File: src/rtl/sprite_vblank_commit_queue_if.sv
// Bus-side write channel for the sprite vblank commit queue.
// The bus decode (master) offers {addr,data} entries; the queue (slave) answers with ready.
interface sprite_vblank_commit_queue_if #(
    parameter int unsigned ADDR_W = 6,
    parameter int unsigned DATA_W = 16
);
    logic              wr_valid;
    logic              wr_ready;
    logic [ADDR_W-1:0] wr_addr;
    logic [DATA_W-1:0] wr_data;

    modport master (
        output wr_valid,
        output wr_addr,
        output wr_data,
        input  wr_ready
    );

    modport slave (
        input  wr_valid,
        input  wr_addr,
        input  wr_data,
        output wr_ready
    );
endinterface

File: src/rtl/sprite_vblank_commit_queue.sv
// Sprite vblank commit queue: buffers CPU register writes and replays them onto the sprite
// register bank only while drain_ok (vblank, or streaming off), one entry per cycle.
// Optional feature macro: SPRITE_COMMIT_COALESCE_EN -- a write to the same address as the
// newest queued entry overwrites that entry's data instead of allocating a new slot.
module sprite_vblank_commit_queue #(
    parameter int unsigned DEPTH  = 8,
    parameter int unsigned ADDR_W = 6,
    parameter int unsigned DATA_W = 16
) (
    input  logic                     clk,
    input  logic                     rst_n,
    sprite_vblank_commit_queue_if.slave wr,
    input  logic                     stream_en,
    input  logic                     vblank,
    output logic                     cfg_we,
    output logic [ADDR_W-1:0]        cfg_addr,
    output logic [DATA_W-1:0]        cfg_data,
    output logic [$clog2(DEPTH):0]   pending,
    output logic                     overflow,
    input  logic                     clr_overflow,
    output logic                     commit_done
);
    localparam int unsigned PTR_W = $clog2(DEPTH);
    localparam int unsigned CNT_W = PTR_W + 1;

    typedef enum logic [1:0] {
        StIdle  = 2'd0,
        StHold  = 2'd1,
        StDrain = 2'd2
    } state_e;

    state_e state_q, state_d;

    logic [ADDR_W-1:0] addr_mem_q [DEPTH];
    logic [DATA_W-1:0] data_mem_q [DEPTH];

    logic [PTR_W-1:0]  wr_ptr_q, rd_ptr_q;
    logic [CNT_W-1:0]  count_q, count_d;
    logic              overflow_q, overflow_d;
    logic              cfg_we_q, cfg_we_d;
    logic [ADDR_W-1:0] cfg_addr_q, cfg_addr_d;
    logic [DATA_W-1:0] cfg_data_q, cfg_data_d;
    logic              commit_done_q, commit_done_d;

    logic              drain_ok;
    logic              not_empty;
    logic              not_full;
    logic              pop;
    logic              push;
    logic              coal_hit;
    logic              coal_wr;
    logic [PTR_W-1:0]  newest_idx;

    assign drain_ok   = !stream_en || vblank;
    assign not_empty  = (count_q != '0);
    assign not_full   = (count_q != CNT_W'(DEPTH));
    // Pop uses pre-edge occupancy, so a push into an empty queue never pops in the same cycle.
    assign pop        = drain_ok && not_empty;
    assign newest_idx = wr_ptr_q - PTR_W'(1);

`ifdef SPRITE_COMMIT_COALESCE_EN
    // Newest entry can absorb the write unless it is the very entry leaving this cycle.
    assign coal_hit = not_empty && (addr_mem_q[newest_idx] == wr.wr_addr) &&
                      ((count_q >= CNT_W'(2)) || !pop);
`else
    assign coal_hit = 1'b0;
`endif

    assign wr.wr_ready = not_full || coal_hit;
    assign coal_wr     = wr.wr_valid && coal_hit;
    assign push        = wr.wr_valid && wr.wr_ready && !coal_hit;

    // Next-state for occupancy, overflow flag, register-bank write port and completion pulse.
    always_comb begin
        count_d       = count_q + CNT_W'(push) - CNT_W'(pop);
        overflow_d    = overflow_q;
        cfg_we_d      = 1'b0;
        cfg_addr_d    = cfg_addr_q;
        cfg_data_d    = cfg_data_q;
        commit_done_d = 1'b0;
        if (clr_overflow) begin
            overflow_d = 1'b0;
        end else if (wr.wr_valid && !wr.wr_ready) begin
            overflow_d = 1'b1;
        end
        if (pop) begin
            cfg_we_d   = 1'b1;
            cfg_addr_d = addr_mem_q[rd_ptr_q];
            cfg_data_d = data_mem_q[rd_ptr_q];
        end
        commit_done_d = pop && (count_q == CNT_W'(1)) && stream_en && !push;
    end

    // Drain FSM next-state; tracks whether queued entries are waiting or flowing.
    always_comb begin
        state_d = state_q;
        unique case (state_q)
            StIdle: begin
                if (push) begin
                    state_d = drain_ok ? StDrain : StHold;
                end
            end
            StHold: begin
                if (count_d == '0) begin
                    state_d = StIdle;
                end else if (drain_ok) begin
                    state_d = StDrain;
                end
            end
            StDrain: begin
                if (count_d == '0) begin
                    state_d = StIdle;
                end else if (!drain_ok) begin
                    state_d = StHold;
                end
            end
            default: state_d = StIdle;
        endcase
    end

    // Control state, pointers and output registers.
    always_ff @(posedge clk or negedge rst_n) begin
        if (!rst_n) begin
            state_q       <= StIdle;
            wr_ptr_q      <= '0;
            rd_ptr_q      <= '0;
            count_q       <= '0;
            overflow_q    <= 1'b0;
            cfg_we_q      <= 1'b0;
            cfg_addr_q    <= '0;
            cfg_data_q    <= '0;
            commit_done_q <= 1'b0;
        end else begin
            state_q       <= state_d;
            count_q       <= count_d;
            overflow_q    <= overflow_d;
            cfg_we_q      <= cfg_we_d;
            cfg_addr_q    <= cfg_addr_d;
            cfg_data_q    <= cfg_data_d;
            commit_done_q <= commit_done_d;
            if (push) begin
                wr_ptr_q <= wr_ptr_q + PTR_W'(1);
            end
            if (pop) begin
                rd_ptr_q <= rd_ptr_q + PTR_W'(1);
            end
        end
    end

    // Entry storage; contents are don't-care until written, so no reset.
    always_ff @(posedge clk) begin
        if (push) begin
            addr_mem_q[wr_ptr_q] <= wr.wr_addr;
            data_mem_q[wr_ptr_q] <= wr.wr_data;
        end else if (coal_wr) begin
            data_mem_q[newest_idx] <= wr.wr_data;
        end
    end

    assign cfg_we      = cfg_we_q;
    assign cfg_addr    = cfg_addr_q;
    assign cfg_data    = cfg_data_q;
    assign pending     = count_q;
    assign overflow    = overflow_q;
    assign commit_done = commit_done_q;
endmodule
File: src/flat_wrapper.sv
// flat-port wrapper written by rule: the top's interface ports become plain ports
module sprite_vblank_commit_queue_flat 
#(
    parameter int unsigned DEPTH  = 8,
    parameter int unsigned ADDR_W = 6,
    parameter int unsigned DATA_W = 16
)
  (clk, rst_n, stream_en, vblank, cfg_we, cfg_addr, cfg_data, pending, overflow, clr_overflow, commit_done, wr_wr_valid, wr_wr_addr, wr_wr_data, wr_wr_ready);
  sprite_vblank_commit_queue_if #(.ADDR_W(ADDR_W), .DATA_W(DATA_W)) wr_i ();
  input  logic clk;
  input  logic rst_n;
  input  logic stream_en;
  input  logic vblank;
  output logic cfg_we;
  output logic [ADDR_W-1:0] cfg_addr;
  output logic [DATA_W-1:0] cfg_data;
  output logic [$clog2(DEPTH):0] pending;
  output logic overflow;
  input  logic clr_overflow;
  output logic commit_done;
  input wire logic [$bits(wr_i.wr_valid)-1:0] wr_wr_valid;
  input wire logic [$bits(wr_i.wr_addr)-1:0] wr_wr_addr;
  input wire logic [$bits(wr_i.wr_data)-1:0] wr_wr_data;
  output wire logic [$bits(wr_i.wr_ready)-1:0] wr_wr_ready;
  assign wr_i.wr_valid = wr_wr_valid;
  assign wr_i.wr_addr = wr_wr_addr;
  assign wr_i.wr_data = wr_wr_data;
  assign wr_wr_ready = wr_i.wr_ready;
  sprite_vblank_commit_queue #(.DEPTH(DEPTH), .ADDR_W(ADDR_W), .DATA_W(DATA_W)) u_core (.clk(clk), .rst_n(rst_n), .wr(wr_i), .stream_en(stream_en), .vblank(vblank), .cfg_we(cfg_we), .cfg_addr(cfg_addr), .cfg_data(cfg_data), .pending(pending), .overflow(overflow), .clr_overflow(clr_overflow), .commit_done(commit_done));
endmodule
File: config.mk
export PLATFORM = sky130hd
export DESIGN_NAME = sprite_vblank_commit_queue_flat
export DESIGN_NICKNAME = d
export VERILOG_FILES = /design/src/rtl/sprite_vblank_commit_queue_if.sv /design/src/rtl/sprite_vblank_commit_queue.sv /design/src/flat_wrapper.sv
export SDC_FILE = /design/constraint.sdc
export NUM_CORES = 1
export LEC_CHECK = 0
export ABC_AREA = 1
export BUFFER_PORTS_ARGS = -buffer_cell sky130_fd_sc_hd__buf_2
export CAP_MARGIN = 0
export CORE_MARGIN = 4
export CORE_UTILIZATION = 54
export DETAILED_ROUTE_END_ITERATION = 10
export PLACE_DENSITY = 0.85
export SLEW_MARGIN = 20
export SYNTH_ARGS = -nofsm -noshare
export SYNTH_HDL_FRONTEND = slang
export SYNTH_SLANG_ARGS = --single-unit
File: constraint.sdc
create_clock -name clk -period 2.25 [get_ports clk]
set_input_delay 0.225 -clock clk [delete_from_list [all_inputs] [get_ports clk]]
set_output_delay 0.225 -clock clk [all_outputs]
set_load 0.005 [all_outputs]
==> Yosys cells after proc, flatten, opt, wreduce, memory -nomap -nowiden <==
Memories as Yosys holds them, arrays and structs flattened. A register that Yosys moved wholly into a read port is not among the register bits.
Cells that the tools add are included.
{ "word_totals": {"regBits": 13, "ram_bits": 176, "mem_count": 2, "out_inout_bits": 30, "input_bits": 28, "elab_cells": 33} }
{ "mem_list": {"columns": ["name", "depth", "width", "read_ports", "rd_clocked_by_memory_dff", "wr", "line", "source"], "rows": [
  ["u_core.data_mem_q", 8, 16, 1, 1, 1, "sprite_vblank_commit_queue.sv:35", "logic [DATA_W-1:0] data_mem_q [DEPTH];"],
  ["u_core.addr_mem_q", 8, 6, 1, 1, 1, "sprite_vblank_commit_queue.sv:34", "logic [ADDR_W-1:0] addr_mem_q [DEPTH];"]
]} }
{ "classes": {"eq_ne": 2, "n_mux": 5, "add_sub_neg": 4, "reduce_logical": 14} }
{ "op_table": {"columns": ["cell", "count"], "rows": [
  ["adder 3 x 1 -> 3 bit, second input constant", 2],
  ["logical AND 1 bit", 6],
  ["zero test 1 bit", 5],
  ["2-to-1 mux 1 bit", 5],
  ["adder 4 x 1 -> 4 bit", 1],
  ["== test 4 x 1 -> 1 bit, second input constant", 1],
  ["inequality test 4 bit, second input constant", 1],
  ["nonzero test 4 bit", 1],
  ["subtractor 4 x 1 -> 4 bit", 1],
  ["nonzero test 2 bit", 1],
  ["logical OR 1 bit", 1]
]} }

==> Depth between registers and ports, before layout <==
Gate-level depths: netlist of run 1.
{ "depth": {"ltp_word": 6, "mapped_depth": 12, "depth_no_buf": 11} }

==> Worst setup path before layout of run 1 <==
Ideal clock, no wire load.
{ "synth_timing": {"path_type": "reg-to-reg", "from": "register u_core.count_q[2], in the netlist u_core.pending[2]", "to": "memory u_core.addr_mem_q[0][0], enable pin", "slack_ps": -220, "n_path_buf": 0, "path_stages_with_launch": 7, "t_arrival_ps": 2069, "setup_time_ps": 401, "required_ps": 1849, "synth_period_minus_slack_ps": 2470, "cell_sequence": "dfrtp_1 -> inv_1 -> ha_1 -> nand3_1 -> nand2_1 -> or2_2 -> nor2_1"} }
{ "synth_via": {"elab_chain_len": 4} }
{ "synth_rtl": {"columns": ["element", "line", "source"], "rows": [
  ["start: declaration", "sprite_vblank_commit_queue.sv:38", "logic [CNT_W-1:0] count_q, count_d;"],
  ["start signal: assignment", "sprite_vblank_commit_queue.sv:135", "count_q <= count_d;"],
  ["inequality test 4 bit", "sprite_vblank_commit_queue.sv:56", "assign not_full = (count_q != CNT_W'(DEPTH));"],
  ["via wr_wr_ready", "flat_wrapper.sv:24", "output wire logic [$bits(wr_i.wr_ready)-1:0] wr_wr_ready;"],
  ["logical AND 1 bit", "sprite_vblank_commit_queue.sv:71", "assign push = wr.wr_valid && wr.wr_ready && !coal_hit;"],
  ["2-to-1 mux 1 bit", "sprite_vblank_commit_queue.sv:152", "if (push) begin"],
  ["2-to-1 mux 1 bit (not written as such)", "sprite_vblank_commit_queue.sv:153", "addr_mem_q[wr_ptr_q] <= wr.wr_addr;"],
  ["end: declaration", "sprite_vblank_commit_queue.sv:34", null]
]} }
The timed path passes the listed nets, and every way through them passes these cells.

==> Worst setup path in the final report of run 1 <==
{ "layout_timing": {"from": "register u_core.count_q[2], in the netlist u_core.pending[2]", "to": "register u_core.count_q[1], in the netlist u_core.pending[1]"} }
{ "layout_via": {"elab_chain_len": 4, "word_cells_on_any_way": 6, "cone_classes": "2 x add/sub; 1 x eq/ne; 3 x reduce/logical"} }
{ "layout_rtl": {"columns": ["element", "line", "source"], "rows": [
  ["inequality test 4 bit", "sprite_vblank_commit_queue.sv:56", null],
  ["logical AND 1 bit", "sprite_vblank_commit_queue.sv:71", null],
  ["adder 4 x 1 -> 4 bit", "sprite_vblank_commit_queue.sv:75", "count_d = count_q + CNT_W'(push) - CNT_W'(pop);"],
  ["subtractor 4 x 1 -> 4 bit (*)", "sprite_vblank_commit_queue.sv:75", null],
  ["via u_core.count_d[1]", "sprite_vblank_commit_queue.sv:38", null]
]} }
Mark *: on every way through the listed nets, which the timed path passes. The rest lies on a longest branch.
A chain may end at the register's enable or synchronous reset.

==> results.yml, run 1 <==
timing:
  rsz0062_at_grt: "no"
  slew_violations: 0
  finalCriticalPeriod_ps: 2100
  fin_crit_sh_pct: 93.3
  slew_headroom_pct: 37.5
  worstMarginPinSlew_ps: 937
  setup_viol: 0
  final_hold_viol_count: 0
  max_freq_mhz: 476
  fin_worst_skew_ps: 17.9
placed_design:
  hpwl_um: 10400
  io_buffer_count: 57
  place.gp.congestion: 0.815
  placed_area_mm2: 0.00953
worst_setup_path:
  end_kind: "flop"
  rrSetupSlack_ps: 150
  cp_max_fo: 3
  critical_path_arrival_ps: 2480
  cp.required_ps: 2630
  worstSetupPathType: "flop to flop"
  cp-start-kind: "flop"
die:
  core_mm2: 0.0160
  boundaryPins: 58
  rows: 46
  fp.dieH_um: 136
  start_util_pct: 55.6
  chipWidth_um: 136
  dieArea_mm2: 0.0186
synth:
  netlist_area_mm2: 0.00890
  syn_inst: 841
  seq_area_frac_synth_pct: 69.2
  synth-seq-cells: 211
  syn_nets: 878
  synth_area_per_cell_um2: 10.6
  yosys_warnings: 0
  synth_edf_count: 176
  synthArstFlopShare_pct: 16.6
  yosysUniqueCellTypes: 23
  synthFlopType: "edfxtp_1"
power_and_ir_drop:
  pwr-share-clk_pct: 26.1
  seqPwrFrac_pct: 40.9
  ir_drop_v: 0.000758
  switching_share_pct: 34.2
  power_leakage_nw: 4.60
  p_switching_w: 0.00446
  p_per_area_mw_per_mm2: 1270
  comb_power_share_pct: 33.0
  p_int_w: 0.00857
route:
  drc_errors: 0
  wl_met3_um: 1280
  dr.pass1.iters: 7
  routed.top_layer: "met4"
  post_drt_wl_per_cell_um: 15.6
  num_vias: 5849
  route.met2.wl_um: 8930
  wl_met1_um: 7090
  ant_nets: 0
  wirelength_um: 17800
  viasPerCell: 5.13
  drt_first_iter_violations: 544
clock_tree:
  clk_latency_ps: 490
  clockBufferDepth: 3
  cts.sinks: 211
  htree_num_levels: 1
  tritoncts: "built"
  cts-root-buf: "clkbuf_16"
  cts_buffers: 21
  clk_pin_slew_ps: 60
cells_and_area:
  syn_to_final_growth_pct: 15.5
  drive_gt1_share_pct: 13.7
  design_area_mm2: 0.0103
  antenna_cells: 0
  nets: 947
  utilization_pct: 64.2
run:
  drv_cap: 0
worst_hold_path:
  worstHoldPathType: "input pin to flop"
grt:
  overflow: 0
  grt_first_pass_wirelength_um: 28600
  antenna_found_initial: 0
  grt_usage_pct: 19.8
  grt_max_degree: 90
  grt_pass1_vias: 5894
outcome:
  status: "complete, no violations"
[timing repair]
| action | in CTS | in global routing |
|---|---|---|
| hold endpoints to repair | 48 | 0 |
| hold buffers | 6 | 0 |
| setup buffers | 0 | 0 |
| gates resized for setup | 0 | 0 |
[cell usage in the layout, fill, tap and decap left out]
cell           instances
xor2_1                 2
clkbuf_1               1
dlygate4sd3_1          6
buf_4                 11
dfrtp_1               34
fa_1                   1
o21ai_2                1
nor3_1                 1
nor2_2                 8
a21oi_1                2
ha_1                   8
or2_2                  1
clkbuf_16             21
clkinv_2               7
inv_2                  4
edfxtp_1             176
clkbuf_8               3
dfrtp_2                1
inv_6                  1
xnor2_1                3
buf_2                 57
clkinv_1               3
nand3_1              135
buf_12                 9
bufinv_16              2
nand4_1                2
o21ai_0                3
inv_4                  1
nand2_1              277
inv_1                144
[worst max-delay path: stages, from the launching register on]
cell and delay, ps:
dfrtp_1 380, inv_1 120, ha_1 190, nand3_1 100
o21ai_2 80, inv_2 60, ha_1 270, inv_1 60
ha_1 160, inv_1 60, fa_1 490, inv_1 40
[final cells by class]
type                    instances  area [µm²]
repair buffers                 83         608
clock buffers                  25         571
multi-input cells             444        1990
clock inverters                13         115
well taps                     216         270
fillers                      1173        5730
inverters                     149         562
flip-flops and latches        211        6160
[power groups by stage]
stage	clock [W]	combinational, W	sequential [W]
3_3_place_gp	0	0.00412	0.00537
4_1_cts	0.00344	0.00434	0.00533
5_1_grt	0.00364	0.00482	0.00540
2_1_floorplan	0	0.00292	0.00540
3_5_place_dp	0	0.00427	0.00540
6_report	0.00339	0.00430	0.00533
[state kept, by name, summed over array words and instances (netlist names)]
signal	count
u_core.cfg_we	1
u_core.overflow	1
u_core.data_mem_q	128
u_core.addr_mem_q	48
u_core.pending	4
u_core.commit_done	1
u_core.wr_ptr_q	3
u_core.cfg_data	16
u_core.rd_ptr_q	3
u_core.cfg_addr	6
[metrics by stage]
step	std cells	setup slack, ps	hold WS [ps]	total power [W]	setup TNS [ps]
after floorplan	841	-220	-70.6	0.00832	-19340
after global placement	1097	286	202	0.00949	0
after detailed placement	1097	162	211	0.00967	0
after CTS	1141	150	1.81	0.0131	0
after global routing	1141	54.2	10.8	0.0139	0
final	1141	150	8.93	0.0130	0
[Yosys cell counts (2+ instances only)]
| master | number | area share (%) |
|---|---|---|
| nand2_1 | 277 | 12 |
| edfxtp_1 | 176 | 59 |
| inv_1 | 144 | 6.1 |
| nand3_1 | 135 | 7.6 |
| dfrtp_1 | 35 | 9.8 |
| buf_2 | 22 | 1.2 |
| ha_1 | 8 | 1.1 |
| nor2_1 | 8 | 0.34 |
| clkbuf_1 | 5 | 0.21 |
| buf_6 | 4 | 0.51 |
| inv_2 | 4 | 0.17 |
| buf_1 | 3 | 0.13 |
| buf_4 | 3 | 0.25 |
| o21ai_0 | 3 | 0.17 |
| xnor2_1 | 3 | 0.30 |
| a21oi_1 | 2 | 0.11 |
| nand4_1 | 2 | 0.14 |
| xor2_1 | 2 | 0.20 |
[kinds of logic (layout without fill, tap and decap cells)]
group	Yosys count	count (layout)	synth area share, %
simple gates	424	424	19.9
flops	211	211	69.2
buf+inv	186	270	8.65
fa+ha+maj	9	9	1.35
compound gates	6	6	0.380
xor+xnor	5	5	0.492
[metal layers]
metal | vias up | GRT usage [%]
met5 | - | 0
met4 | 0 | 7.84
met3 | 49 | 3.22
met2 | 229 | 33.7
met1 | 2738 | 25.4
li1 | 2833 | -
[worst paths after layout]
| check | from | to | cells after the start |
|---|---|---|---|
| worst min register to register | u_core.cfg_addr[2] | u_core.cfg_addr[2] | 2 |
| worst max-delay path | u_core.pending[2] | u_core.pending[1] | 11 |
| worst min-delay path | wr_wr_data[3] | u_core.data_mem_q[6][3] | 1 |
| max in group asynchronous | rst_n | u_core.wr_ptr_q[2] | 3 |
| worst max register to register | u_core.pending[2] | u_core.pending[1] | 11 |
| min in group asynchronous | rst_n | u_core.rd_ptr_q[2] | 2 |
No activity file was read; power rests on OpenSTA's default activity.
==> run 2, diff against run 1 <==
- CORE_UTILIZATION: 54 -> 60
- PLACE_DENSITY: 0.85 -> 0.89
- clock period: 2.25 -> 2 ns (I/O delays scaled with it)
==> run 2 against run 1 <==
Net effect: worst hold slack worse by 2.3 ps; final cell count down 1.5%; clock power up 7.4%; critical path depth unchanged; total power up 15%; combinational power up 23%; register-to-register slack worse by 110 ps; largest cell class unchanged; highest routed layer unchanged.
==> results.yml, run 2 (same netlist as run 1, synthesis figures left out) <==
outcome:
  status: "complete, no violations"
placed_design:
  dp.cells: 1070
  place.gp.congestion: 0.768
  io_buffer_count: 57
  placed_area_mm2: 0.00961
  hpwl_um: 11500
cells_and_area:
  layout_commonest_cell: "nand2_1"
  syn_to_final_growth_pct: 17.2
  final_cell_mix: "nand2_1, edfxtp_1, inv_1"
  antenna_cells: 0
  nets: 963
  fillers: 911
  largest_reg_flops: 128
  final_cells: 1124
  design_area_mm2: 0.0104
  drive_gt1_share_pct: 14.5
  regMostFlops: "u_core.data_mem_q"
clock_tree:
  tritoncts: "built"
  clockBufferDepth: 3
  clk_pin_slew_ps: 60
  cts_buffers: 21
  cts.sinks: 211
  post-cts-setup-buffer-count: 0
  htree_num_levels: 1
  cts-root-buf: "clkbuf_16"
  clk_latency_ps: 490
grt:
  grt_max_degree: 64
  antenna_found_initial: 0
  grt_first_pass_wirelength_um: 31300
  overflow: 0
  grt_usage_pct: 24.2
  grt_pass1_vias: 6240
power_and_ir_drop:
  seqPwrFrac_pct: 40.3
  p_per_area_mw_per_mm2: 1430
  switching_share_pct: 35.5
  p_int_w: 0.00964
  ir_drop_v: 0.000864
  p_switching_w: 0.00530
  pwr-share-clk_pct: 24.4
  power_leakage_nw: 4.65
  comb_power_share_pct: 35.3
route:
  ant_nets: 0
  drt_first_iter_violations: 712
  drc_errors: 0
  wirelength_um: 19900
  post_drt_wl_per_cell_um: 17.7
  viasPerCell: 5.44
  num_vias: 6110
  dr.pass1.iters: 5
worst_setup_path:
  worstSetupPathType: "flop to flop"
  rr_startpoint: "u_core.pending[2]"
  cp.required_ps: 2390
  end_kind: "flop"
  rrSetupSlack_ps: 40
  cp_max_fo: 3
  rr_endpoint: "u_core.pending[1]"
  r2r_cells: 11
  cp-start-kind: "flop"
  critical_path_arrival_ps: 2350
timing:
  fin_worst_skew_ps: 7.93
  finalCriticalPeriod_ps: 1960
  whs_ps: 6.62
  setup_viol: 0
  slew_headroom_pct: 42.9
  worstMarginPinSlew_ps: 856
  final_hold_viol_count: 0
  fin_crit_sh_pct: 98.1
  slew_violations: 0
  max_freq_mhz: 510
  rsz0062_at_grt: "yes"
worst_hold_path:
  min_from: "wr_wr_addr[1]"
  holdPathStages: 1
  worstHoldPathType: "input pin to flop"
  hold_end: "u_core.addr_mem_q[5][1]"
die:
  core_mm2: 0.0145
  chipWidth_um: 130
  boundaryPins: 58
  start_util_pct: 61.2
  dieArea_mm2: 0.0168
  fp.dieH_um: 130
  rows: 44
run:
  drv_cap: 0
## run 2: changes by cell type in the layout (fill, tap and decap cells not counted), sizes merged
cell	delta
buf	+5
dlygate4sd3	+11
inv	-1
bufinv	-1
clkbuf	+3
clkinv	-2
## run 2: per-layer routing
metal | GRT usage [%] | vias up | wire length [µm] | part of all wire, %
li1 | - | 2864 | - | -
met1 | 30.2 | 2894 | 7670 | 39
met2 | 43.0 | 306 | 10200 | 51
met3 | 4.05 | 46 | 1540 | 7.7
met4 | 8.37 | 0 | 512 | 2.6
met5 | 0 | - | 0 | 0
## run 2: through the flow
step	setup WS [ps]	setup TNS [ps]	util, %	power [W]
6_report	37.7	0	71.7	0.0149
5_1_grt	-40.1	-71.7	71.7	0.0158
4_1_cts	17.9	0	71.6	0.0149
3_5_place_dp	34.0	0	66.1	0.0112
3_3_place_gp	106	0	66.1	0.0109
2_1_floorplan	-139	-19730	-	0.00946
## run 2: what timing repair did
action,in CTS,in global routing
hold buffers,17,0
resized for setup,0,3
setup endpoints to repair,0,82
endpoints found under the hold margin,134,0
## run 2: layout make-up
cell class / instances / area [µm²] / area share, %
clock inverter: 9 / 66.3 / 0.636
sequential: 211 / 6160 / 59.1
timing repair buffer: 99 / 797 / 7.64
tap: 184 / 230 / 2.21
inverter: 149 / 562 / 5.39
clock buffer: 28 / 562 / 5.39
multi-input combinational: 444 / 2050 / 19.6
## run 2: power by group through the flow
| stage | clock (W) | combinational [W] | sequential (W) |
|---|---|---|---|
| after floorplan | 0 | 0.00339 | 0.00607 |
| after global placement | 0 | 0.00485 | 0.00605 |
| after detailed placement | 0 | 0.00508 | 0.00608 |
| after CTS | 0.00366 | 0.00521 | 0.00601 |
| after global routing | 0.00387 | 0.00588 | 0.00609 |
| final | 0.00364 | 0.00527 | 0.00602 |
## run 2: critical path: stages (launching register included)
cell and delay, ps:
dfrtp_1 400, inv_2 100, ha_4 150, nand3_2 80
o21ai_4 70, inv_2 60, ha_4 210, inv_2 70
ha_4 130, inv_2 40, fa_2 500, inv_1 50
## run 2: how the worst max path moves through the flow
| stage | cells after the start | slack [ps] | end | start |
|---|---|---|---|---|
| finish | 11 | 40 | u_core.pending[1] | u_core.pending[2] |
| detailed placement | 11 | 30 | u_core.pending[1] | u_core.pending[2] |
| global route | 9 | -40 | u_core.pending[1] | u_core.pending[2] |
| global placement | 11 | 110 | u_core.pending[1] | u_core.pending[3] |
| floorplan | 6 | -140 | u_core.addr_mem_q[0][0] | u_core.pending[2] |
| CTS | 11 | 20 | u_core.pending[1] | u_core.pending[2] |
==> run 3, diff against run 2 <==
- SETUP_SLACK_MARGIN: not set -> 0.5
==> run 3 against run 2 <==
Net effect: the run now ends with hold timing left; final cell count grew 2.2%; clock power grew 2%; sequential power grew 1%; total power grew 7.4%; sequential cell count is the same; register-to-register slack gained 30 ps; routed wire length grew 11%; critical path depth shrank 3; worst setup slack gained 34 ps; maximum frequency grew 1.8%; count of clock-buffer cells in the layout is the same; critical endpoint is now u_core.data_mem_q[0][11]; highest routed layer unchanged.
==> results.yml, run 3 (same netlist as run 1, synthesis figures left out) <==
cells_and_area:
  drive_gt1_share_pct: 16.9
  regMostFlops: "u_core.data_mem_q"
  layout_commonest_cell: "nand2_1"
  final_cells: 1149
  design_area_mm2: 0.0110
  syn_to_final_growth_pct: 23.5
  fillers: 824
  seq_area_mm2: 0.00616
  final_cell_mix: "nand2_1, edfxtp_1, inv_1"
  antenna_cells: 0
  utilization_pct: 75.6
  largest_reg_flops: 128
  multi_input_area_mm2: 0.00213
  nets: 988
die:
  core_mm2: 0.0145
  dieArea_mm2: 0.0168
  boundaryPins: 58
  chipWidth_um: 130
  rows: 44
  start_util_pct: 61.2
  fp.dieH_um: 130
clock_tree:
  cts_buffers: 21
  htree_num_levels: 1
  cts.sinks: 211
  tritoncts: "built"
  cts-root-buf: "clkbuf_16"
  clockBufferDepth: 3
  clk_latency_ps: 500
  clk_pin_slew_ps: 60
worst_setup_path:
  cp.required_ps: 2220
  slowest_stage: "dfrtp_1"
  critical_path_arrival_ps: 2140
  crit_family: "simple AND/OR/NAND/NOR gates"
  worstSetupPathType: "flop to flop"
  crit_chain: "inv_2, ha_1, nand3_1, nand2_2, or2_4, nor2_4, buf_6, bufbuf_16"
  cp-start-kind: "flop"
  end_kind: "flop"
  slowest_delay_ps: 350
  critPathBufInv: 3
  cp_max_fo: 5
grt:
  grt_pass1_vias: 6401
  grt_usage_pct: 25.0
  antenna_found_initial: 0
  grt_first_pass_wirelength_um: 32300
  grt_max_degree: 50
  overflow: 0
power_and_ir_drop:
  p_per_area_mw_per_mm2: 1460
  power_leakage_nw: 4.87
  ir_drop_v: 0.000887
run:
  drv_cap: 0
route:
  wirelength_um: 22100
  drt_first_iter_violations: 819
  num_vias: 6473
  post_drt_wl_per_cell_um: 19.2
  dr.pass1.iters: 6
  ant_nets: 0
  drc_errors: 0
  viasPerCell: 5.63
timing:
  worstMarginPinSlew_ps: 764
  setup_viol: 0
  slew_headroom_pct: 49.1
  fin_ws_ps: 72.2
  fin_worst_skew_ps: 18.0
  rsz0062_at_grt: "yes"
  fin_crit_sh_pct: 96.4
  max_freq_mhz: 519
  final_hold_viol_count: 6
  finalCriticalPeriod_ps: 1930
  slew_violations: 0
  whs_ps: -4.78
placed_design:
  hpwl_um: 11200
  io_buffer_count: 57
  dp.cells: 1068
  place.gp.congestion: 0.784
  place_ws_ps: 103
  placed_area_mm2: 0.00968
worst_hold_path:
  worstHoldPathType: "input pin to flop"
outcome:
  violations: "hold timing"
  status: "finished with violations"
[run 3: worst paths after layout]
kind                       depth (start not counted)                  endpoint          startpoint  slack (ps)
max                                                8  u_core.data_mem_q[0][11]   u_core.pending[2]          70
min                                                1  u_core.data_mem_q[3][15]      wr_wr_data[15]          -5
max reg2reg                                        8  u_core.data_mem_q[0][11]   u_core.pending[2]          70
min reg2reg                                        2        u_core.cfg_addr[3]  u_core.cfg_addr[3]         470
max in group asynchronous                          3        u_core.wr_ptr_q[0]               rst_n        1020
min in group asynchronous                          2        u_core.cfg_data[2]               rst_n         310
[run 3: metal layers]
metal,global-route usage (%),up-vias,routed length [µm]
met4,9.54,0,668
met3,4.54,63,2110
li1,-,2926,-
met1,31.1,3080,7840
met5,0,-,0
met2,43.7,404,11500
[run 3: worst register-to-register path, stage by stage (launching register included)]
cell	delay, ps
dfrtp_1	350
inv_2	70
ha_1	210
nand3_1	120
nand2_2	90
or2_4	270
nor2_4	140
buf_6	140
bufbuf_16	260
[run 3: final cells by class]
| class | count | share of cell area (%) |
|---|---|---|
| clock buffer | 28 | 5.11 |
| clock inverter | 9 | 0.683 |
| inverter | 149 | 5.25 |
| multi-input combinational | 444 | 19.4 |
| sequential | 211 | 56.1 |
| tap | 184 | 2.09 |
| timing repair buffer | 124 | 11.4 |
[run 3: stage by stage]
step	power, W	setup TNS (ps)
2_1_floorplan	0.00954	-57.7
3_3_place_gp	0.0110	0
3_5_place_dp	0.0113	0
4_1_cts	0.0153	0
5_1_grt	0.0169	-4.39
6_report	0.0160	0
[run 3: power by group]
part / switching (W) / internal, W
clock: 0.00159 / 0.00211
combinational: 0.00376 / 0.00247
sequential: 0.000419 / 0.00569
[run 3: repair_timing]
item / 4_1_cts / 5_1_grt
endpoints found under the setup margin: 180 / 197
hold buffers: 22 / 0
resized for setup: 8 / 15
hold endpoints to repair: 169 / 0
cloned: 4 / 5
pin swaps: 1 / 8
buffers inserted: 8 / 5
